### src/rtl/segment_step_pkg.sv
// -----------------------------------------------------------------------------
// segment_step_pkg
// Shared definitions for the segment step generator:
//   - state_t  : 2-bit FSM encoding (IDLE=0, PRESS_WAIT=1, PRESSED=2,
//                RELEASE_WAIT=3)
//   - DEFAULT_*: default timing constants, in clk cycles
//   - is_held(): true for the states in which the button counts as pressed
// -----------------------------------------------------------------------------
package segment_step_pkg;

    typedef enum logic [1:0] {
        IDLE         = 2'd0,
        PRESS_WAIT   = 2'd1,
        PRESSED      = 2'd2,
        RELEASE_WAIT = 2'd3
    } state_t;

    localparam int DEFAULT_DEBOUNCE_CYCLES = 50000;
    localparam int DEFAULT_REPEAT_DELAY    = 25000000;
    localparam int DEFAULT_REPEAT_PERIOD   = 10000000;

    // The button is still logically held while a release is being debounced.
    function automatic logic is_held(input state_t s);
        return (s == PRESSED) || (s == RELEASE_WAIT);
    endfunction

endpackage : segment_step_pkg

### src/rtl/sync_2ff.sv
// -----------------------------------------------------------------------------
// sync_2ff
// Two-flop synchronizer for a single asynchronous level.
// Ports:
//   clk          : destination clock
//   async_nreset : asynchronous active-low reset, clears both flops to 0
//   d            : asynchronous input level
//   q            : synchronized level (second flop output)
// -----------------------------------------------------------------------------
module sync_2ff (
    input  logic clk,
    input  logic async_nreset,
    input  logic d,
    output logic q
);

    logic meta;

    // NOTE: flops use non-blocking assignments so both stages sample their
    // inputs on the same edge; a blocking assignment would collapse the
    // chain into a single flop.
    always_ff @(posedge clk or negedge async_nreset) begin
        if (!async_nreset) begin
            meta <= 1'b0;
            q    <= 1'b0;
        end else begin
            meta <= d;
            q    <= meta;
        end
    end

endmodule : sync_2ff

### src/rtl/segment_step_gen.sv
// -----------------------------------------------------------------------------
// segment_step_gen
// Debounces a raw push-button and emits a one-cycle step pulse per accepted
// press for the segment rotator. Optional auto-repeat while the button is
// held, enabled by defining SEGMENT_STEP_AUTOREPEAT_EN.
// Parameters:
//   DEBOUNCE_CYCLES : stable cycles needed to accept a press or a release
//   REPEAT_DELAY    : cycles from the first pulse to the first repeat pulse
//   REPEAT_PERIOD   : cycles between subsequent repeat pulses
// Ports:
//   clk             : clock, all state updates on the rising edge
//   async_nreset    : asynchronous active-low reset
//   btn_raw         : raw bouncing button level, active-high, asynchronous
//   next_segment_re : registered one-cycle step pulse
//   btn_level       : registered debounced button level
// -----------------------------------------------------------------------------
module segment_step_gen
    import segment_step_pkg::*;
#(
    parameter int DEBOUNCE_CYCLES = DEFAULT_DEBOUNCE_CYCLES,
    parameter int REPEAT_DELAY    = DEFAULT_REPEAT_DELAY,
    parameter int REPEAT_PERIOD   = DEFAULT_REPEAT_PERIOD
) (
    input  logic clk,
    input  logic async_nreset,
    input  logic btn_raw,
    output logic next_segment_re,
    output logic btn_level
);

    localparam int CNT_W = $clog2(DEBOUNCE_CYCLES + 1);
    localparam logic [CNT_W-1:0] CNT_LAST = CNT_W'(DEBOUNCE_CYCLES - 1);

    if (DEBOUNCE_CYCLES < 1 || REPEAT_DELAY < 1 || REPEAT_PERIOD < 1) begin : g_bad_params
        $error("segment_step_gen: timing parameters must all be >= 1");
    end

    logic             btn_sync;
    state_t           state, state_next;
    logic [CNT_W-1:0] cnt, cnt_next;
    logic             press_accept;
    logic             first_pressed;
    logic             rpt_hit;
    logic             pulse_req;

    sync_2ff u_sync (
        .clk          (clk),
        .async_nreset (async_nreset),
        .d            (btn_raw),
        .q            (btn_sync)
    );

    // The debounce counter is shared: it times the press in PRESS_WAIT and
    // the release in RELEASE_WAIT, and is restarted on entry to either.
    always_comb begin
        // NOTE: every output of this block gets a default first so no path
        // leaves it unassigned, which would infer a latch.
        state_next = state;
        cnt_next   = cnt;
        case (state)
            IDLE: begin
                if (btn_sync) begin
                    state_next = PRESS_WAIT;
                    cnt_next   = '0;
                end
            end
            PRESS_WAIT: begin
                if (!btn_sync)              state_next = IDLE;
                else if (cnt == CNT_LAST)   state_next = PRESSED;
                else                        cnt_next   = cnt + CNT_W'(1);
            end
            PRESSED: begin
                if (!btn_sync) begin
                    state_next = RELEASE_WAIT;
                    cnt_next   = '0;
                end
            end
            RELEASE_WAIT: begin
                if (btn_sync)               state_next = PRESSED;
                else if (cnt == CNT_LAST)   state_next = IDLE;
                else                        cnt_next   = cnt + CNT_W'(1);
            end
            default: state_next = IDLE;
        endcase
    end

    // Only a fresh press pulses; a bounce back from RELEASE_WAIT does not.
    assign press_accept = (state == PRESS_WAIT) && (state_next == PRESSED);

`ifdef SEGMENT_STEP_AUTOREPEAT_EN
    localparam int RPT_MAX = (REPEAT_DELAY > REPEAT_PERIOD) ? REPEAT_DELAY : REPEAT_PERIOD;
    localparam int RPT_W   = $clog2(RPT_MAX + 1);

    logic [RPT_W-1:0] rpt_cnt;
    logic [RPT_W-1:0] rpt_limit;
    logic             rpt_armed;

    // rpt_cnt holds the number of PRESSED cycles since the last pulse, so a
    // hit lines up with the registered first pulse exactly REPEAT_DELAY (then
    // REPEAT_PERIOD) cycles later.
    always_comb begin
        rpt_limit = rpt_armed ? RPT_W'(REPEAT_PERIOD) : RPT_W'(REPEAT_DELAY);
        rpt_hit   = (state == PRESSED) && (rpt_cnt == rpt_limit);
    end

    // Frozen while a release is being debounced so a short bounce does not
    // restart the repeat cadence; cleared once the press is over.
    always_ff @(posedge clk or negedge async_nreset) begin
        if (!async_nreset) begin
            rpt_cnt   <= '0;
            rpt_armed <= 1'b0;
        end else begin
            case (state)
                PRESSED: begin
                    if (rpt_hit) begin
                        rpt_cnt   <= RPT_W'(1);
                        rpt_armed <= 1'b1;
                    end else begin
                        rpt_cnt   <= rpt_cnt + RPT_W'(1);
                    end
                end
                RELEASE_WAIT: ;
                default: begin
                    rpt_cnt   <= '0;
                    rpt_armed <= 1'b0;
                end
            endcase
        end
    end
`else
    assign rpt_hit = 1'b0;
`endif

    assign pulse_req = first_pressed || rpt_hit;

    always_ff @(posedge clk or negedge async_nreset) begin
        if (!async_nreset) begin
            state           <= IDLE;
            cnt             <= '0;
            first_pressed   <= 1'b0;
            btn_level       <= 1'b0;
            next_segment_re <= 1'b0;
        end else begin
            state           <= state_next;
            cnt             <= cnt_next;
            first_pressed   <= press_accept;
            btn_level       <= is_held(state);
            // Guarantees the pulse is never high on two consecutive cycles,
            // even with REPEAT_PERIOD or REPEAT_DELAY of 1.
            next_segment_re <= pulse_req && !next_segment_re;
        end
    end

endmodule : segment_step_gen

### config.mk
export PLATFORM = sky130hd
export DESIGN_NAME = segment_step_gen
export DESIGN_NICKNAME = d
export VERILOG_FILES = /design/src/rtl/segment_step_pkg.sv /design/src/rtl/sync_2ff.sv /design/src/rtl/segment_step_gen.sv
export SDC_FILE = /design/constraint.sdc
export NUM_CORES = 1
export LEC_CHECK = 0
export ABC_AREA = 0
export BUFFER_PORTS_ARGS = -buffer_cell sky130_fd_sc_hd__buf_4
export CAP_MARGIN = 20
export CORE_MARGIN = 10
export CORE_UTILIZATION = 63
export CTS_CLUSTER_SIZE = 24
export DETAILED_ROUTE_END_ITERATION = 8
export MAX_ROUTING_LAYER = met4
export PLACE_DENSITY = 0.87
export SLEW_MARGIN = 20
export SYNTH_ARGS = -nofsm -noshare
export SYNTH_HDL_FRONTEND = slang
export SYNTH_SLANG_ARGS = --single-unit
### constraint.sdc
create_clock -name clk -period 5.1 [get_ports clk]
set_clock_uncertainty 0.05 [all_clocks]
set_input_delay 1.02 -clock clk [delete_from_list [all_inputs] [get_ports clk]]
set_output_delay 1.02 -clock clk [all_outputs]
set_load 0.05 [all_outputs]
* Word level (Yosys, flattened, before mapping)
Index checks and enable logic that the tools add are counted.
** Operators by class
- $add $sub $neg :: 1
- Eq/ne operators :: 9
- Mux-type cells :: 13
- Reduce and logical (&&, ||, !) cells :: 6
** Operators with widths (count)
- $mux W16 :: 5
- $pmux W16 S4 :: 1
- $add A16 B1 Y16 const B :: 1
- $eq A16 B16 Y1 const B :: 1
- $mux W2 :: 6
- $pmux W2 S4 :: 1
- $eq A2 B2 Y1 const B :: 3
- $ne A2 B1 Y1 const B :: 2
- $ne A2 B2 Y1 const B :: 2
- $reduce_and A4 Y1 :: 1
- $eq A2 B1 Y1 const B :: 1
- $logic_and A1 B1 Y1 :: 2
- $logic_not A2 Y1 :: 1
- $logic_not A1 Y1 :: 1
- $logic_or A1 B1 Y1 :: 1
** Storage, ports and cells
- Flip-flop bits (word level) :: 23
- Output and inout port bits :: 2

* Depth between registers and ports, before layout
Gate-level depths: netlist of run 1.
- Depth after elaboration :: 6
- Depth in mapped cells :: 6
- Gate-level depth less buffers :: 6

* By module
Synthesis of run 1 repeated with hierarchy kept, for this count alone.
** Unflattened totals
- Cells, all modules :: 125
- Area, all modules :: 1288.7 µm²
** Modules (own cells, without submodules)
- segment_step_gen :: instances 1, cells each 123, area an instance 1238.7 µm², seq. area each 525.5 µm²
- sync_2ff :: instances 1, cells each 2, area an instance 50.0 µm², seq. area each 50.0 µm²

* Least setup slack after synthesis of run 1
Ideal clock, no wire load.
- Path kind :: reg2reg
- Start point :: register cnt[0]
- End point :: register cnt[12]
- Arrival time :: 1690 ps
- Data required time :: 4940 ps
- Path slack :: 3250 ps
- Cell stages (with the launch flop) :: 7
- Period minus slack after synthesis :: 1850 ps
- Cell sequence :: dfrtp_1 -> ha_1 -> nand3_1 -> nand2b_1 -> o311ai_2 -> buf_4 -> o41ai_1
** On the way
- Longest elaborated chain between the ends :: 4
- Elaborated cells between the ends (all ways) :: 6
- Classes of those cells :: 1 x add/sub; 1 x eq/ne; 4 x mux
** Ends and longest elaborated chain
- start, declared :: RTL line segment_step_gen.sv:40 : logic [CNT_W-1:0] cnt, cnt_next;
- start signal, assigned :: RTL line segment_step_gen.sv:145 : cnt <= cnt_next;
- $add A16 B1 Y16 / $eq A16 B16 Y1 (equally long branches)
- $mux W16 * :: RTL line segment_step_gen.sv:69, segment_step_gen.sv:80
- $mux W16, on equally long branches :: RTL line segment_step_gen.sv:79, segment_step_gen.sv:68
- $pmux W16 S4 * :: RTL line segment_step_gen.sv:60 : case (state)
Mark *: on every way between the ends. The rest lies on a longest branch, timed or not. The select of a mux whose other input is x is not followed.
A chain may end at the register's enable or synchronous reset.

* Final worst setup path of run 1
- Start point :: register cnt[0]
- End point :: register cnt[0]
The elaborated chain is that of the path after synthesis.

==> impl_metrics.ini, run 1 <==
[global_routing]
grt_pass1_vias = 808
grt_pass1_wl_mm = 3.75
grt_max_degree = 24
grt_use_total_pct = 11.5
antenna_found_initial = 0
overflow = 0

[sta]
hold_violations = 0
grt_setup_unrepaired = no
fmax_mhz = 414
tightestPinTransition_ps = 903
holdWs_ps = 330
period_share_pct = 47.3
maxSlewViolCount = 0
finalSetupViolations = 0
layout_min_cycle_time_ps = 2410
fin_setup_tns_ps = 0
max_slew_margin_pct = 39.4
final.setup.worst_slack_ps = 2690

[floorplanning]
die_h_um = 63.8
fp.coreArea_um2 = 1760
die_w_um = 63.8
rows = 15
ioPinCount = 5
start_util_pct = 68.4
die-area_um2 = 4070

[synthesis]
yosys_warnings = 0
yosys.area.top_type_share_pct = 47.7
async_flop_share_pct = 100
synth_edf_count = 0
syn_inst = 117
syn-num-nets = 121
synth_most_common_cell = dfrtp_1
yosysTopAreaCell = dfrtp_1
synth_area_um2 = 1210
synth_commonest_cells = dfrtp_1 (23), nand2_1 (10), nand3_1 (6), o21ai_0 (6)
synth_area_leaders = dfrtp_1 (48%), o41ai_1 (3.6%), nand2_1 (3.1%)
ys_seq_elements = 23
ys.flop_type = dfrtp_1
post_synth_num_cell_types = 41
syn_avg_cell_area_um2 = 10.3
ys_seq_area_share_pct = 47.7

[cells_and_area]
seq_area_um2 = 576
layout.nets = 123
drive_above_1_share_pct = 12.7
final_cells = 143
antenna_cells = 0
multiInputGateArea_um2 = 583
syn2layout_area_growth_pct = 4.87
utilization_pct = 71.8
fill_cells = 131

[cts]
clock_latency_ps = 320
cts_root_buf = clkbuf_4
cts_setup_buffers = 0
cts_tree = yes
cts.clk_slew.worst_paths_ps = 130
cts-htree-levels = 1
hold_buffers = 0
post_cts_resized = 0
cts_max_path_buffers = 2
cts_buffers = 3
clock-sinks = 23

[power]
p_leak_nw = 0.527
ir_drop_mv = 0.217
power.density_nw_per_um2 = 251

[run_status]
status = completed

[setup_path]
cp_data_arrival_time_ps = 2530
critPathCaptureType = register
r2r-start = cnt[0]$_DFFE_PN0P_
crit_fanout = 11
reg2reg_depth = 5
critPathKind = reg -> reg
crit_required_ps = 5220
regToRegSetupSlack_ps = 2690
r2r_end = cnt[0]$_DFFE_PN0P_
critPathLaunchType = register

[routing]
dr.pass1.iters = 4
drt_first_iter_violations = 27
vias = 891
ant_nets = 0
viasPerCell = 6.23
wl_per_cell_um = 15.8
drc = 0
wirelength_mm = 2.26

[worst_hold_path]
hold_class = reg -> reg
whs_path_depth = 0
holdPathEnd = u_sync.q$_DFF_PN0_
hp-start = u_sync.meta$_DFF_PN0_

[place]
hpwlAfterDp_mm = 1.61
dpl_worst_slack_ps = 2690
place_inst = 139
gp_congestion = 0.831
port_buffers = 4

[flow_run]
max_cap_violations = 0
-- stage by stage --
| step | area, um2 | power [mW] |
|---|---|---|
| final | 1270 | 0.317 |
| after global routing | 1270 | 0.333 |
| after global placement | 1240 | 0.233 |
| after detailed placement | 1240 | 0.236 |
| after CTS | 1270 | 0.319 |
| after floorplan | 1210 | 0.225 |
-- state kept, by name, summed over array words and instances, names as in the netlist --
| signal | cells |
|---|---|
| cnt | 16 |
| state | 2 |
| btn_level | 1 |
| first_pressed | 1 |
| next_segment_re | 1 |
| u_sync.meta | 1 |
| u_sync.q | 1 |
-- layer usage --
metal / GRT usage [%] / wire length (um) / vias up
met5: - / 0 / -
met4: 5.46 / 42 / 0
met3: 2.79 / 89 / 4
met2: 17.5 / 1060 / 16
met1: 14.0 / 1060 / 421
li1: - / - / 450
-- worst max-delay path, cell delays in order (launching register included) --
cell and delay, ps:
dfrtp_1 430, ha_1 190, nand3_1 270, nand2b_1 370
o311ai_2 780, mux2i_1 180
-- how the worst max path moves through the flow --
stage                          end  cells past startpoint  slack [ps]                from
2_1_floorplan  cnt[12]$_DFFE_PN0P_                      6        3250  cnt[0]$_DFFE_PN0P_
3_3_place_gp    cnt[7]$_DFFE_PN0P_                      5        2820  cnt[0]$_DFFE_PN0P_
3_5_place_dp    cnt[0]$_DFFE_PN0P_                      5        2690  cnt[0]$_DFFE_PN0P_
5_1_grt        cnt[12]$_DFFE_PN0P_                      5        2470  cnt[0]$_DFFE_PN0P_
6_report        cnt[0]$_DFFE_PN0P_                      5        2690  cnt[0]$_DFFE_PN0P_
4_1_cts         cnt[0]$_DFFE_PN0P_                      5        2680  cnt[0]$_DFFE_PN0P_
-- power breakdown --
| part | switching (mW) | internal (mW) | total [mW] | leakage, nW |
|---|---|---|---|---|
| clock network | 0.0556 | 0.0294 | 0.0850 | 0.0177 |
| logic | 0.0153 | 0.0142 | 0.0295 | 0.198 |
| registers | 0.0125 | 0.191 | 0.203 | 0.311 |
-- placed cells by master, fill, tap and decap left out, types with 2 or more instances in the layout --
master     Yosys  layout
nand2_1       10      10
nor4_1         5       5
mux2_1         2       2
o21a_1         3       3
o41ai_1        5       5
nand3_1        6       6
clkbuf_4       0       3
nand2b_1       4       4
dfrtp_1       23      23
a22o_1         2       2
nand4_1        3       3
buf_4          1       4
o21ai_0        6       6
o31ai_1        2       2
o31a_1         2       2
or4_1          3       3
a21o_1         2       2
nor3_1         2       2
inv_1          4       4
o21ai_1        2       2
mux2i_1        2       2
a2bb2oi_1      2       2
o311ai_0       2       2
a21oi_1        2       2
-- cell type report --
class	instances	area share (%)
tap	25	2.47
inverter	5	1.48
timing repair buffer	4	2.37
sequential	23	45.5
clock inverter	1	0.395
multi-input combinational	82	46.0
clock buffer	3	1.78
-- cells by family (layout without fill, tap and decap cells) --
kind of cell | after synthesis | in the layout | share of synthesized area, %
fa+ha+maj | 1 | 1 | 1.04
mux | 4 | 4 | 3.52
compound gates | 36 | 36 | 23.6
xor+xnor | 2 | 2 | 2.07
buf+inv | 12 | 13 | 4.04
flops | 23 | 23 | 47.7
simple gates | 39 | 39 | 18.0
Note: power is estimated with default switching activity, not from simulation.
==> inputs of run 2 (changes only) <==
--- a/config.mk
+++ b/config.mk
@@ -5,15 +5,15 @@
 export SDC_FILE = /design/constraint.sdc
 export NUM_CORES = 1
 export LEC_CHECK = 0
-export ABC_AREA = 0
+export ABC_AREA = 1
 export BUFFER_PORTS_ARGS = -buffer_cell sky130_fd_sc_hd__buf_4
 export CAP_MARGIN = 20
 export CORE_MARGIN = 10
-export CORE_UTILIZATION = 63
+export CORE_UTILIZATION = 60
 export CTS_CLUSTER_SIZE = 24
 export DETAILED_ROUTE_END_ITERATION = 8
 export MAX_ROUTING_LAYER = met4
-export PLACE_DENSITY = 0.87
+export PLACE_DENSITY = 0.84
 export SLEW_MARGIN = 20
 export SYNTH_ARGS = -nofsm -noshare
 export SYNTH_HDL_FRONTEND = slang
==> constraint.sdc (replaced) <==
create_clock -name clk -period 2.4 [get_ports clk]
set_clock_uncertainty 0.05 [all_clocks]
set_input_delay 0.48 -clock clk [delete_from_list [all_inputs] [get_ports clk]]
set_output_delay 0.48 -clock clk [all_outputs]
set_load 0.05 [all_outputs]
==> impl_metrics.ini, run 2 <==
[global_routing]
antenna_found_initial = 0
overflow = 0
grt_pass1_vias = 1138
grt_max_degree = 24
grt_pass1_wl_mm = 5.07
grt_use_total_pct = 14.0

[floorplanning]
rows = 17
die_w_um = 68.5
fp.coreArea_um2 = 2230
start_util_pct = 63.3
die-area_um2 = 4700
ioPinCount = 5
die_h_um = 68.5

[cts]
cts_setup_buffers = 0
clock-sinks = 23
post_cts_resized = 0
cts_root_buf = clkbuf_4
cts_tree = yes
cts_buffers = 3
clock_latency_ps = 310
cts-htree-levels = 1
cts.clk_slew.worst_paths_ps = 120
hold_buffers = 1
cts_max_path_buffers = 2

[setup_path]
cp_data_arrival_time_ps = 1950
r2r-start = cnt[0]$_DFFE_PN0P_
crit_top_cell = nand2_1
crit_required_ps = 2610
critPathMaxStageDelay_ps = 440
r2r_end = cnt[14]$_DFFE_PN0P_
crit_fanout = 12
critPathTopFamily = simple AND/OR/NAND/NOR gates
regToRegSetupSlack_ps = 660
path_buf_inv = 0
critPathCaptureType = register
reg2reg_depth = 8
critPathKind = reg -> reg
path_cells = ha_1 > nand2_2 > nor2_8 > nand2_1 > nor2_1 > nor2_2 > nand3_1 > nand2_1
cp_slowest_cell = dfrtp_1
critPathLaunchType = register

[routing]
wl_per_cell_um = 12.5
dr.pass1.iters = 5
wirelength_mm = 2.72
wl_met2_mm = 1.30
met3_length_um = 118
drt-met1-wl_mm = 1.27
vias = 1173
drt_first_iter_violations = 124
viasPerCell = 5.41
drc = 0
top_layer = met4
ant_nets = 0

[cells_and_area]
largestRegisters = cnt x16, state x2
largest-register = cnt
syn2layout_area_growth_pct = 3.89
layout_commonest_cell = nand2_1
largest_register_ff_count = 16
drive_above_1_share_pct = 17.5
final_cells = 217
layout.nets = 194
final_cell_mix = nand2_1 (51), nor2_1 (24), dfrtp_1 (23)
antenna_cells = 0
final_area_um2 = 1470

[sta]
hold_violations = 0
layout_min_cycle_time_ps = 1740
tightestPinTransition_ps = 526
finalSetupViolations = 0
max_slew_margin_pct = 64.9
final.setup.worst_slack_ps = 656
grt_setup_unrepaired = no
fmax_mhz = 573
period_share_pct = 72.7
maxSlewViolCount = 0
fin_setup_tns_ps = 0

[flow_run]
max_cap_violations = 0

[synthesis]
syn_inst = 184
synth_area_leaders = dfrtp_1 (41%), nand2_1 (14%), o21ai_2 (6.8%)
async_flop_share_pct = 100
synth_commonest_cells = nand2_1 (51), nor2_1 (24), dfrtp_1 (23), inv_1 (19), nand3_1 (17)
yosysTopAreaCell = dfrtp_1
synth_area_um2 = 1410
yosys.area.top_type_share_pct = 40.7
syn-num-nets = 188
syn_avg_cell_area_um2 = 7.68
ys.flop_type = dfrtp_1
post_synth_num_cell_types = 26
yosys_warnings = 0
synth_edf_count = 0
ys_seq_elements = 23
synth_most_common_cell = nand2_1
ys_seq_area_share_pct = 40.7

[power]
ir_drop_mv = 0.304
power.density_nw_per_um2 = 427
p_leak_nw = 0.679

[place]
placed_area_um2 = 1430
port_buffers = 4
dpl_worst_slack_ps = 679
place_inst = 212
gp_congestion = 0.872
hpwlAfterDp_mm = 1.99

[worst_hold_path]
whs_path_depth = 1
hp-start = btn_raw
holdPathEnd = u_sync.meta$_DFF_PN0_
hold_class = in -> reg

[run_status]
status = completed
run 2: cell types whose count changed after synthesis, sizes merged, moves of 4 or more:
cell and change:
inv +15, nor2 +30, o41ai -5, nand2 +44
nand3 +12, o21ai +5, nor4 -5, nand2b -4
or4 -4
run 2: per-stage QoR:
step                total power, mW  hold WS, ps  util [%]
global route                  0.665          200      65.8
finish                        0.628          225      65.8
global placement              0.459          285      64.1
floorplan                     0.450          134         -
detailed placement            0.461          290      64.1
CTS                           0.637          216      65.8
run 2: area by class of cell:
| class | count | area, um2 |
|---|---|---|
| sequential | 23 | 576 |
| tap | 28 | 35.0 |
| fill | 192 | 764 |
| clock buffer | 4 | 26.3 |
| inverter | 20 | 75.1 |
| timing repair buffer | 6 | 47.5 |
| multi-input combinational | 136 | 709 |
run 2: how the worst max path moves through the flow:
stage,startpoint,end,slack [ps],depth (start not counted)
after floorplan,cnt[0]$_DFFE_PN0P_,cnt[3]$_DFFE_PN0P_,970,9
after global placement,cnt[0]$_DFFE_PN0P_,cnt[14]$_DFFE_PN0P_,800,8
after detailed placement,cnt[0]$_DFFE_PN0P_,cnt[14]$_DFFE_PN0P_,680,8
after CTS,cnt[0]$_DFFE_PN0P_,cnt[14]$_DFFE_PN0P_,640,8
after global routing,cnt[0]$_DFFE_PN0P_,cnt[14]$_DFFE_PN0P_,510,8
final,cnt[0]$_DFFE_PN0P_,cnt[14]$_DFFE_PN0P_,660,8
run 2: metal layers:
metal,up-vias,global-route usage [%]
met1,556,17.3
met4,0,3.02
met2,23,21.9
met3,5,4.35
li1,589,-
met5,-,-
run 2: logic make-up (layout without fill, tap and decap cells):
group	count (synthesis)	count (layout)	synth area share, %
compound gates	18	18	9.82
xor+xnor	6	6	3.72
fa+ha+maj	1	1	0.885
buf+inv	25	30	9.11
flops	23	23	40.7
simple gates	111	111	35.8
run 2: power breakdown:
| part | internal, mW | switching, mW |
|---|---|---|
| Clock | 0.0649 | 0.109 |
| Sequential | 0.396 | 0.00790 |
| Combinational | 0.0156 | 0.0345 |
